[src/rtl/fp_add_sub_unit.sv]
// Two-stage saturating fixed-point adder/subtractor: S1 holds operands,
// S2 holds clamped a+b / a-b with overflow flags, plus a clamp-event counter.
`ifndef FP_WIDTH
`define FP_WIDTH 16
`endif

module fp_sat_lane #(
  parameter int WIDTH = 16
) (
  input  logic [WIDTH-1:0] a,
  input  logic [WIDTH-1:0] b,
  input  logic             sub,
  output logic [WIDTH-1:0] y,
  output logic             ovf
);
  logic [WIDTH:0] ax, bx, ex;

  // One guard bit makes the exact result representable; a guard/sign mismatch is overflow.
  always_comb begin
    ax  = {a[WIDTH-1], a};
    bx  = {b[WIDTH-1], b};
    ex  = sub ? (ax - bx) : (ax + bx);
    ovf = ex[WIDTH] ^ ex[WIDTH-1];
    if (!ovf)          y = ex[WIDTH-1:0];
    else if (ex[WIDTH]) y = {1'b1, {(WIDTH-1){1'b0}}};
    else               y = {1'b0, {(WIDTH-1){1'b1}}};
  end
endmodule

module fp_add_sub_unit #(
  parameter int WIDTH   = `FP_WIDTH,
  parameter int COUNT_W = 16
) (
  input  logic               clk,
  input  logic               reset_n,
  input  logic               in_valid,
  output logic               in_ready,
  input  logic [WIDTH-1:0]   a,
  input  logic [WIDTH-1:0]   b,
  output logic               out_valid,
  input  logic               out_ready,
  output logic [WIDTH-1:0]   sum,
  output logic [WIDTH-1:0]   diff,
  output logic               sum_ovf,
  output logic               diff_ovf,
  input  logic               clear_count,
  output logic [COUNT_W-1:0] ovf_count
);
  logic                   v1, v2, adv1, adv2;
  logic [WIDTH-1:0]       a1, b1;
  logic [1:0][WIDTH-1:0]  res;
  logic [1:0]             res_ovf;

  assign adv2      = !v2 || out_ready;
  assign adv1      = !v1 || adv2;
  assign in_ready  = adv1;
  assign out_valid = v2;

  // Lane 0 adds, lane 1 subtracts.
  for (genvar g = 0; g < 2; g++) begin : g_lane
    fp_sat_lane #(.WIDTH(WIDTH)) u_lane (
      .a(a1), .b(b1), .sub(g == 1), .y(res[g]), .ovf(res_ovf[g])
    );
  end

  always_ff @(posedge clk or negedge reset_n) begin
    if (!reset_n) begin
      v1 <= 1'b0;
      a1 <= '0;
      b1 <= '0;
    end else if (adv1) begin
      v1 <= in_valid;
      if (in_valid) begin
        a1 <= a;
        b1 <= b;
      end
    end
  end

  always_ff @(posedge clk or negedge reset_n) begin
    if (!reset_n) begin
      v2       <= 1'b0;
      sum      <= '0;
      diff     <= '0;
      sum_ovf  <= 1'b0;
      diff_ovf <= 1'b0;
    end else if (adv2) begin
      v2       <= v1;
      sum      <= res[0];
      diff     <= res[1];
      sum_ovf  <= res_ovf[0];
      diff_ovf <= res_ovf[1];
    end
  end

  // Counts delivered results only; clear beats a same-cycle increment.
  always_ff @(posedge clk or negedge reset_n) begin
    if (!reset_n)
      ovf_count <= '0;
    else if (clear_count)
      ovf_count <= '0;
    else if (v2 && out_ready && (sum_ovf || diff_ovf) && !(&ovf_count))
      ovf_count <= ovf_count + 1'b1;
  end
endmodule

[config.mk]
export PLATFORM = sky130hd
export DESIGN_NAME = fp_add_sub_unit
export DESIGN_NICKNAME = d
export VERILOG_FILES = /design/src/rtl/fp_add_sub_unit.sv
export SDC_FILE = /design/constraint.sdc
export NUM_CORES = 1
export LEC_CHECK = 0
export CAP_MARGIN = 5
export CELL_PAD_IN_SITES_DETAIL_PLACEMENT = 1
export CELL_PAD_IN_SITES_GLOBAL_PLACEMENT = 2
export CORE_ASPECT_RATIO = 0.8
export CORE_MARGIN = 2
export CORE_UTILIZATION = 36
export DETAILED_ROUTE_END_ITERATION = 8
export PLACE_DENSITY_LB_ADDON = 0.1
export SETUP_SLACK_MARGIN = 0.1
export SYNTH_ARGS = -nofsm -noshare
export SYNTH_HDL_FRONTEND = slang
export SYNTH_SLANG_ARGS = --single-unit
export TNS_END_PERCENT = 10
[constraint.sdc]
create_clock -name clk -period 4.9 [get_ports clk]
set_input_delay 0.98 -clock clk [delete_from_list [all_inputs] [get_ports clk]]
set_output_delay 0.98 -clock clk [all_outputs]
set_load 0.02 [all_outputs]
## Word level (Yosys, flattened, before mapping)

Index checks and enable logic that the tools add are counted.

| word-level totals | value |
|---|---|
| register bits after elaboration | 84 |
| input port bits | 37 |
| output and inout bits | 52 |
| logic and storage cells | 32 |

| operators by class | value |
|---|---|
| add/sub/neg operators | 3 |
| mux-type cells | 6 |
| bitwise operators | 2 |
| reduce and logical (&&, ||, !) cells | 12 |

Operators with widths:

| kind | number |
|---|---|
| 16-bit two-way mux | 6 |
| 16-bit by 16-bit adder with 17-bit output | 1 |
| 16-bit by 16-bit subtractor with 17-bit output | 1 |
| 16-bit by 1-bit adder with 16-bit output (second input constant) | 1 |
| 16-bit AND reduction | 1 |
| 1-bit logical AND | 3 |
| 1-bit logical NOT | 3 |
| 1-bit logical OR | 3 |
| 2-bit AND reduction | 1 |
| 2-bit nonzero test | 1 |
| 1-bit bitwise XOR | 2 |

## Depth between registers and ports, before layout

Gate-level depths: netlist (run 1).

| depth | value |
|---|---|
| word-level depth | 5 |
| gate-level depth with buffers | 13 |
| gate-level depth less buffers | 11 |

## By module

Synthesis (run 1) repeated with hierarchy kept, for this count alone.

| unflattened totals | value |
|---|---|
| cell total of the unflattened synthesis | 625 |
| area total of the unflattened synthesis | 6095.8 um^2 |

Modules (own cells, without submodules):

| module | times used | cells each | area each (um^2) | seq. area each (um^2) |
|---|---|---|---|---|
| fp_add_sub_unit | 1 | 249 | 3508.4 | 2102.0 |
| fp_sat_lane | 2 | 188 | 1293.7 | 0.0 |

## Worst setup path before layout (run 1)

OpenSTA, ideal clock, no wires.

| timing path | value |
|---|---|
| path kind | reg2reg |
| start | reg a1[9] |
| end | reg diff[10] |
| library setup time | 0.125 ns |
| data arrival time | 2.495 ns |
| data required time | 4.775 ns |
| path slack | 2.280 ns |
| cell stages (with the launch flop) | 10 |
| buffers on the path | 0 |
| period minus slack after synthesis | 2.620 ns |
| path through | dfrtp_1 ha_1 inv_2 nor4_4 o211ai_1 o21ai_2 a31oi_4 xnor2_2 maj3_1 mux2_2 |

| on the way | value |
|---|---|
| longest elaborated chain between the ends | 3 |
| elaborated cells between the ends (all ways) | 4 |
| those cells by class | add/sub (1); mux (2); bitwise (1) |

Ends and longest elaborated chain:

| element | RTL line | RTL |
|---|---|---|
| start, declared | 50 | `logic [WIDTH-1:0] a1, b1;` |
| start signal, assigned | 69 | `a1 <= '0;` |
| start signal, assigned | 74 | `a1 <= a;` |
| 16-bit by 16-bit subtractor with 17-bit output * | 22 | `ex = sub ? (ax - bx) : (ax + bx);` |
| 16-bit two-way mux or 1-bit bitwise XOR (tied branches) | 25, 23 |  |
| 16-bit two-way mux * | 24 | `if (!ovf) y = ex[WIDTH-1:0];` |
| end signal, assigned | 90 | `diff <= res[1];` |
| end, declared | 43 | `output logic [WIDTH-1:0] diff,` |

Every way passes the cells marked *; elsewhere a longest branch is shown, timed or not.
A chain may end at the register's enable or synchronous reset.

## Worst setup path in the final report (run 1)

| timing path | value |
|---|---|
| start | in out_ready |
| end | out in_ready |

| on the way | value |
|---|---|
| longest elaborated chain between the ends | 2 |

Ends and longest elaborated chain:

| element | RTL line | RTL |
|---|---|---|
| start, declared | 41 | `input logic out_ready,` |
| 1-bit logical OR | 54 | `assign adv2 = !v2 \|\| out_ready;` |
| 1-bit logical OR | 55 | `assign adv1 = !v1 \|\| adv2;` |
| end, declared | 37 | `output logic in_ready,` |

Every way passes these cells.

==> parameters.txt, run 1 <==
Parameter                              Value

Clock tree
  Number of levels in the clock H-tree ... 3
  Number of CTS-inserted buffers ... 9
  Clk sinks ... 84
  Root buf cell ... sky130_fd_sc_hd__clkbuf_16
  Maximum buffer depth of the clock tree ... 2
  Post-CTS clock slew at the launch and capture registers of the worst setup and hold paths ... 60 ps
  TritonCTS clock tree ... yes
  CTS Hold Bufs ... 0
  Insertion delay of the later-clocked pin in the worst-skew pair ... around 350 ps
  Number of gates given a new drive strength after cts ... 0
  Post-CTS setup buffer count ... 0

STA
  Summed negative setup slack over all endpoints ... 0 ps
  Minimum period implied by the final worst setup slack ... around 3600 ps
  Largest clock skew in the final design ... around 9 ps
  Setup Viol. Count Final ... 0
  Normalized max-slew margin ... between 30% and 40%
  Pin slew with the least headroom to its limit ... around 950 ps
  Unrepaired setup endpoints after global routing ... no
  Final number of max-transition violations ... 0
  Highest achievable clock rate ... roughly 280 MHz
  Hold violation count in the final report ... 0
  Share of the clock period used by the worst path after layout ... between 70% and 80%

Power
  Power density normalized to cell area ... approximately 530 nW/um^2
  VDD IR-drop max ... approximately 0.31 mV
  Leakage power figure ... between 2 and 3 nW

Synthesis
  Count leader, synth ... sky130_fd_sc_hd__dfrtp_1
  Async S/R FF share, synth ... 100%
  Count of synthesis-stage warnings from yosys ... 0
  Number of standard cells after synthesis ... between 500 and 600
  Post-Synthesis Mean Instance Area ... 9.62 sq um
  Commonest cells post-synth ... sky130_fd_sc_hd__dfrtp_1 (84), sky130_fd_sc_hd__a21oi_1 (53), sky130_fd_sc_hd__nand2_1 (45)
  Post-synthesis register bit count ... 84
  Area share of the largest cell type after synthesis ... 40.2%
  Largest cells by area after synthesis ... sky130_fd_sc_hd__dfrtp_1 (40%), sky130_fd_sc_hd__ha_1 (7.9%), sky130_fd_sc_hd__mux2_2 (7.3%)
  Part of the Yosys area used for sequential elements ... 40.2%
  Number of enable-type register cells in the synthesized netlist ... 0
  Number of different library cells in the post-synthesis netlist ... 62
  Mapped Nets ... slightly above 600
  Most used flip-flop cell after synthesis ... sky130_fd_sc_hd__dfrtp_1
  Netlist area before placement ... 5230 sq um
  Yosys top cell by area ... sky130_fd_sc_hd__dfrtp_1

Floorplanning
  Cell row count ... 39
  Die extent in y ... between 100 and 150 um
  Floorplan die area ... between 15000 and 20000 sq um
  Die Wd ... between 100 and 150 um
  Initial core utilization ... between 30% and 40%
  Area of the core region ... 14200 sq um
  Number of I/O pins ... approximately 90

Route
  First-pass DRT Iterations ... 4
  Total length of routed wires ... around 14000 um
  Total length of routed met2 wires ... between 6000 and 7000 um
  DRT antenna net count ... 0
  DRC violation count after routing ... 0
  Total via count in the routed design ... approximately 4300
  Initial drt markers ... 180
  Vias/cell ... between 5 and 6
  Amount of wire on met3 after detailed routing ... 606 um
  Highest metal layer with signal wires ... met4
  Average detailed-routed wire length per instance ... 17.5 um
  Met1 Routed Length ... around 7300 um

Setup path
  Cells traversed along the worst timing path ... clkdlybuf4s50_1 > nor2b_2 > buf_4 > nand2_1 > clkdlybuf4s50_1
  Number of cells traversed by the worst register-to-register path ... 11
  CP Data Arrival Time ... 2620 ps
  Worst EP required ... 3920 ps
  Setup crit end kind ... output pin
  Maximum fanout encountered on the critical timing path ... 31
  Critical path's slowest cell ... sky130_fd_sc_hd__clkdlybuf4s50_1
  Number of cells on the critical path ... 5
  Crit Path Category ... in -> out
  Cell family with the largest share of critical-path delay ... buffers and inverters
  FF-to-FF Start ... a1[0]$_DFFE_PN0P_
  Critical Path Source Type ... input pin
  Worst r2r dst ... diff[1]$_DFFE_PN0P_
  Maximum single-stage delay on the critical path ... between 500 and 600 ps
  Worst path most repeated cell ... sky130_fd_sc_hd__clkdlybuf4s50_1
  Total buffers and inverters traversed by the critical path ... 3
  Setup slack of the worst register-to-register path ... 1490 ps

Finish
  Total number of nets in the final design ... 692
  Area grow syn2layout ... 25.1%
  Proportion of layout cells with a drive suffix above 1 ... a little under an eighth
  Total of fill cells in the finished design ... roughly 1600
  Diode insertion count for antenna repair ... 0
  Final cell count without fillers ... between 800 and 900

Status
  Status ... completed

Place
  DP HPWL ... 10600 um
  RePlAce Congestion ... 0.818
  Instance count after placement with tap cells included ... a little under 800
  PortBufs ... 88

Min path
  Hold endpoint ... diff[3]$_DFFE_PN0P_
  Hold-critical path depth ... 2
  Hold Path Class ... reg -> reg
  Launch instance of the worst min-delay path ... diff[3]$_DFFE_PN0P_

Global route
  Largest net degree at the start of global routing ... 55
  First-pass GRT wire length ... ~23000 um
  Initial antenna violation count ... 0
  Vias in the first global route ... 4297
  GR Overflow Total ... 0
  Global-route usage over all layers ... 19.0%

Job
  Number of maximum-capacitance constraint violations ... 0
## per-stage QoR
stage	setup WS (ps)	util [%]	hold slack [ps]	total power, mW	cell area (sq um)
2_1_floorplan	2280	-	435	2.12	5230
3_3_place_gp	1330	43.8	471	2.72	6240
3_5_place_dp	1300	43.8	468	2.76	6240
4_1_cts	1290	45.9	490	3.48	6540
5_1_grt	1190	45.9	505	3.68	6540
6_report	1300	45.9	483	3.45	6540
## placed cells by master (no fill, tap or decap), types with 4 or more instances in the layout
cell,instances
sky130_fd_sc_hd__nor2_1,43
sky130_fd_sc_hd__o21bai_1,5
sky130_fd_sc_hd__ha_1,33
sky130_fd_sc_hd__buf_4,4
sky130_fd_sc_hd__or3_1,8
sky130_fd_sc_hd__nand3_1,7
sky130_fd_sc_hd__xnor2_1,20
sky130_fd_sc_hd__o21a_1,5
sky130_fd_sc_hd__nor2b_1,4
sky130_fd_sc_hd__o21ai_1,19
sky130_fd_sc_hd__dfrtp_1,84
sky130_fd_sc_hd__clkbuf_16,9
sky130_fd_sc_hd__nand4_1,7
sky130_fd_sc_hd__mux2_2,34
sky130_fd_sc_hd__a21o_1,4
sky130_fd_sc_hd__a21oi_1,53
sky130_fd_sc_hd__nand2b_1,7
sky130_fd_sc_hd__clkdlybuf4s50_1,87
sky130_fd_sc_hd__inv_1,28
sky130_fd_sc_hd__nor3_1,12
sky130_fd_sc_hd__nand2_1,45
sky130_fd_sc_hd__xor2_1,9
sky130_fd_sc_hd__o21ai_0,26
sky130_fd_sc_hd__o31ai_1,6
## sequential cells by signal, summed over array words and instances, names as in the netlist
| register | count |
|---|---|
| diff_ovf | 1 |
| ovf_count | 16 |
| diff | 16 |
| a1 | 16 |
| b1 | 16 |
| v1 | 1 |
| out_valid | 1 |
| sum_ovf | 1 |
| sum | 16 |
## worst min-delay path: stages (launching register included)
cell	delay, ps
sky130_fd_sc_hd__dfrtp_1	340
sky130_fd_sc_hd__nand2_1	50
sky130_fd_sc_hd__o21ai_1	60
## report_power, final
group | internal (mW) | total, mW | switching, mW
combinational | 0.735 | 1.73 | 0.992
clock | 0.419 | 0.709 | 0.290
sequential | 0.879 | 1.01 | 0.133
## worst max-delay path by stage
stage	slack, ps	start	end
after floorplan	2280	a1[9]$_DFFE_PN0P_	diff[10]$_DFFE_PN0P_
after global placement	1330	out_ready	in_ready
after detailed placement	1300	out_ready	in_ready
after CTS	1290	out_ready	in_ready
after global routing	1190	out_ready	in_ready
final	1300	out_ready	in_ready
## layout make-up
| type | instances | area (sq um) | area share, % |
|---|---|---|---|
| multi-input combinational | 402 | 2890 | 44.1 |
| sequential | 84 | 2100 | 32.1 |
| timing repair buffer | 91 | 901 | 13.8 |
| clock buffer | 11 | 253 | 3.87 |
| tap | 184 | 230 | 3.52 |
| inverter | 32 | 120 | 1.84 |
| clock inverter | 3 | 46.3 | 0.708 |
## metal layers
metal	vias up	global-route usage, %
li1	2056	-
met1	2103	28.0
met2	84	28.8
met3	9	4.60
met4	0	3.43
met5	-	0
## kinds of logic (layout without fill, tap and decap cells)
family / count (synthesis) / count (layout) / share of synthesized area (%)
xor gates and xnor gates: 32 / 32 / 6.01
muxes: 36 / 36 / 7.71
AOI/OAI and AO/OA: 153 / 153 / 19.1
buffers and inverters: 57 / 137 / 4.60
adders and majority gates: 37 / 37 / 9.05
DFF: 84 / 84 / 40.2
and+or+nand+nor: 144 / 144 / 13.4
No activity file was read; power rests on OpenSTA's default activity.
==> inputs of run 2 (changes only) <==
- CORE_UTILIZATION: 36 -> 33
- clock period: 4.9 -> 3.5 ns (I/O delays scaled with it)
==> parameters.txt, run 2 (same netlist as run 1, synthesis figures left out) <==
Parameter                              Value

Place
  RePlAce Congestion ... 0.778 (-4.9%)
  DP HPWL ... 11100 um (+4.1%)
  PortBufs ... 88 (unchanged)
  Instance count after placement with tap cells included ... 829 (+4.5%)

STA
  Highest achievable clock rate ... ~320 MHz
  Unrepaired setup endpoints after global routing ... yes
  Largest clock skew in the final design ... 7.29 ps (-1.56 ps)
  Pin slew with the least headroom to its limit ... 1100 ps (+156 ps)
  Normalized max-slew margin ... 26.6% (-10 points)
  Setup Viol. Count Final ... 0 (unchanged)
  Hold violation count in the final report ... 0 (unchanged)
  Share of the clock period used by the worst path after layout ... between 90% and 100%
  Final number of max-transition violations ... 0 (unchanged)
  Summed negative setup slack over all endpoints ... 0 ps (unchanged)
  Minimum period implied by the final worst setup slack ... ~3200 ps

Finish
  Total number of nets in the final design ... 697 (+0.72%)
  Final cell count without fillers ... 844 (+4.6%)
  Total of fill cells in the finished design ... 1778 (+11%)
  Proportion of layout cells with a drive suffix above 1 ... 12.6% (+0.68 points)
  Most frequent standard cell in the layout excluding fill and tap cells ... sky130_fd_sc_hd__clkdlybuf4s50_1
  Diode insertion count for antenna repair ... 0 (unchanged)
  Area grow syn2layout ... 26.5%
  Commonest non-fill, non-tap cells in the layout ... sky130_fd_sc_hd__clkdlybuf4s50_1 (87), sky130_fd_sc_hd__dfrtp_1 (84), sky130_fd_sc_hd__a21oi_1 (53), sky130_fd_sc_hd__nand2_1 (45), sky130_fd_sc_hd__nor2_1 (43)

Clock tree
  Number of levels in the clock H-tree ... 3 (unchanged)
  Post-CTS setup buffer count ... 0 (unchanged)
  Number of CTS-inserted buffers ... 9 (unchanged)
  Insertion delay of the later-clocked pin in the worst-skew pair ... 350 ps (about the same)
  Maximum buffer depth of the clock tree ... 2 (unchanged)
  TritonCTS clock tree ... yes
  Clk sinks ... 84 (unchanged)
  CTS Hold Bufs ... 0 (unchanged)
  Post-CTS clock slew at the launch and capture registers of the worst setup and hold paths ... 60 ps (about the same)
  Root buf cell ... sky130_fd_sc_hd__clkbuf_16

Status
  Status ... completed

Global route
  GR Overflow Total ... 0 (unchanged)
  Initial antenna violation count ... 0 (unchanged)
  Vias in the first global route ... 4292 (-0.12%)
  Global-route usage over all layers ... 18.1% (-0.93 points)
  First-pass GRT wire length ... 23300 um (-0.26%)
  Largest net degree at the start of global routing ... 85 (+55%)

Power
  VDD IR-drop max ... 0.276 mV (-12%)
  Leakage power figure ... 2.73 nW (+0.73%)
  Power density normalized to cell area ... 733 nW/um^2 (+39%)

Floorplanning
  Floorplan die area ... 16900 sq um (+8.8%)
  Die extent in y ... 117 um (+4.3%)
  Die Wd ... 145 um (+4.3%)
  Initial core utilization ... 33.4% (-3.3 points)
  Area of the core region ... 15600 sq um (+9.8%)
  Number of I/O pins ... 89 (unchanged)
  Cell row count ... 41 (+5.1%)

Route
  Vias/cell ... 5.03 (-4.5%)
  Total length of routed wires ... 14400 um (+2.2%)
  Average detailed-routed wire length per instance ... 17.1 um (-2.3%)
  First-pass DRT Iterations ... 4 (unchanged)
  DRT antenna net count ... 0 (unchanged)
  Initial drt markers ... 167 (-7.2%)
  Total via count in the routed design ... 4247 (-0.12%)
  DRC violation count after routing ... 0 (unchanged)

Setup path
  Setup crit end kind ... flip-flop
  Maximum fanout encountered on the critical timing path ... 18 (-42%)
  Critical Path Source Type ... flip-flop
  Worst EP required ... 3770 ps (-150 ps)
  CP Data Arrival Time ... 3430 ps (+810 ps)
  Crit Path Category ... reg -> reg

Min path
  Hold Path Class ... reg -> reg

Job
  Number of maximum-capacitance constraint violations ... 0 (unchanged)
-- run 2: cell types whose count changed in the layout (fill, tap and decap cells not counted) --
cell	before	now
sky130_fd_sc_hd__buf_4	4	9
sky130_fd_sc_hd__clkbuf_1	0	2
sky130_fd_sc_hd__clkbuf_8	2	1
sky130_fd_sc_hd__o21ai_0	26	25
sky130_fd_sc_hd__o21ai_1	19	20
sky130_fd_sc_hd__o31a_1	3	2
sky130_fd_sc_hd__o31a_2	0	1
-- run 2: through the flow --
stage          util (%)  power (mW)  cell area (sq um)  hold WS [ps]  setup slack (ps)
6_report           42.2        4.85               6610           458               337
5_1_grt            42.2        5.20               6610           494              98.3
4_1_cts            42.2        4.91               6610           463               286
3_5_place_dp       40.4        3.91               6320           450               330
3_3_place_gp       40.4        3.85               6320           445               358
2_1_floorplan         -        2.97               5230           404               880
-- run 2: path summary, 6_finish.rpt --
check / from / endpoint / slack [ps] / cells after the start
setup / recovery: a1[0]$_DFFE_PN0P_ / diff[4]$_DFFE_PN0P_ / 340 / 12
max in group asynchronous: reset_n / b1[10]$_DFFE_PN0P_ / 2230 / 1
hold reg to reg: v1$_DFFE_PN0N_ / out_valid$_DFFE_PN0P_ / 460 / 1
setup reg to reg: a1[0]$_DFFE_PN0P_ / diff[4]$_DFFE_PN0P_ / 340 / 12
hold / removal: v1$_DFFE_PN0N_ / out_valid$_DFFE_PN0P_ / 460 / 1
min in group asynchronous: reset_n / ovf_count[15]$_DFFE_PN0P_ / 550 / 1
-- run 2: power by group --
group          leakage, nW  switching (mW)  total, mW  internal [mW]
registers             1.01           0.187       1.42           1.23
clock network        0.139           0.395      0.967          0.572
logic                 1.58            1.40       2.46           1.06
total                 2.73            1.99       4.85           2.86
-- run 2: final cells by class --
type	instances	area, sq um	area share (%)
well taps	215	269	4.07
flip-flops and latches	84	2100	31.8
clock inverters	3	46.3	0.700
multi-input cells	402	2890	43.7
repair buffers	96	938	14.2
clock buffers	12	246	3.73
inverters	32	120	1.82
-- run 2: layer usage --
metal,vias to the layer above,routed length [um],global-route usage (%)
li1,2074,-,-
met1,2086,7570,26.4
met2,75,6130,27.0
met3,12,563,3.94
met4,0,160,4.85
met5,-,0,0
-- run 2: timing repair --
item | 4_1_cts | 5_1_grt
gates resized for setup | 0 | 2
hold endpoints to repair | 0 | 0
endpoints found under the setup margin | 0 | 2
-- run 2: critical path: stages (launching register included) --
cell and delay, ps:
sky130_fd_sc_hd__dfrtp_1 370, sky130_fd_sc_hd__inv_1 50, sky130_fd_sc_hd__ha_1 220, sky130_fd_sc_hd__fa_1 420
sky130_fd_sc_hd__nor2b_1 170, sky130_fd_sc_hd__o31a_1 230, sky130_fd_sc_hd__nor4_2 70, sky130_fd_sc_hd__o31ai_1 320
sky130_fd_sc_hd__buf_4 180, sky130_fd_sc_hd__o21a_1 160, sky130_fd_sc_hd__a2bb2oi_4 460, sky130_fd_sc_hd__o21ai_2 220
sky130_fd_sc_hd__o21ai_1 200
==> inputs of run 3 (changes only) <==
- CTS_CLUSTER_DIAMETER: unset -> 80
- CTS_CLUSTER_SIZE: unset -> 8
==> results of run 3 <==
No change in the layout: final DEF, timing and power equal those of run 2.
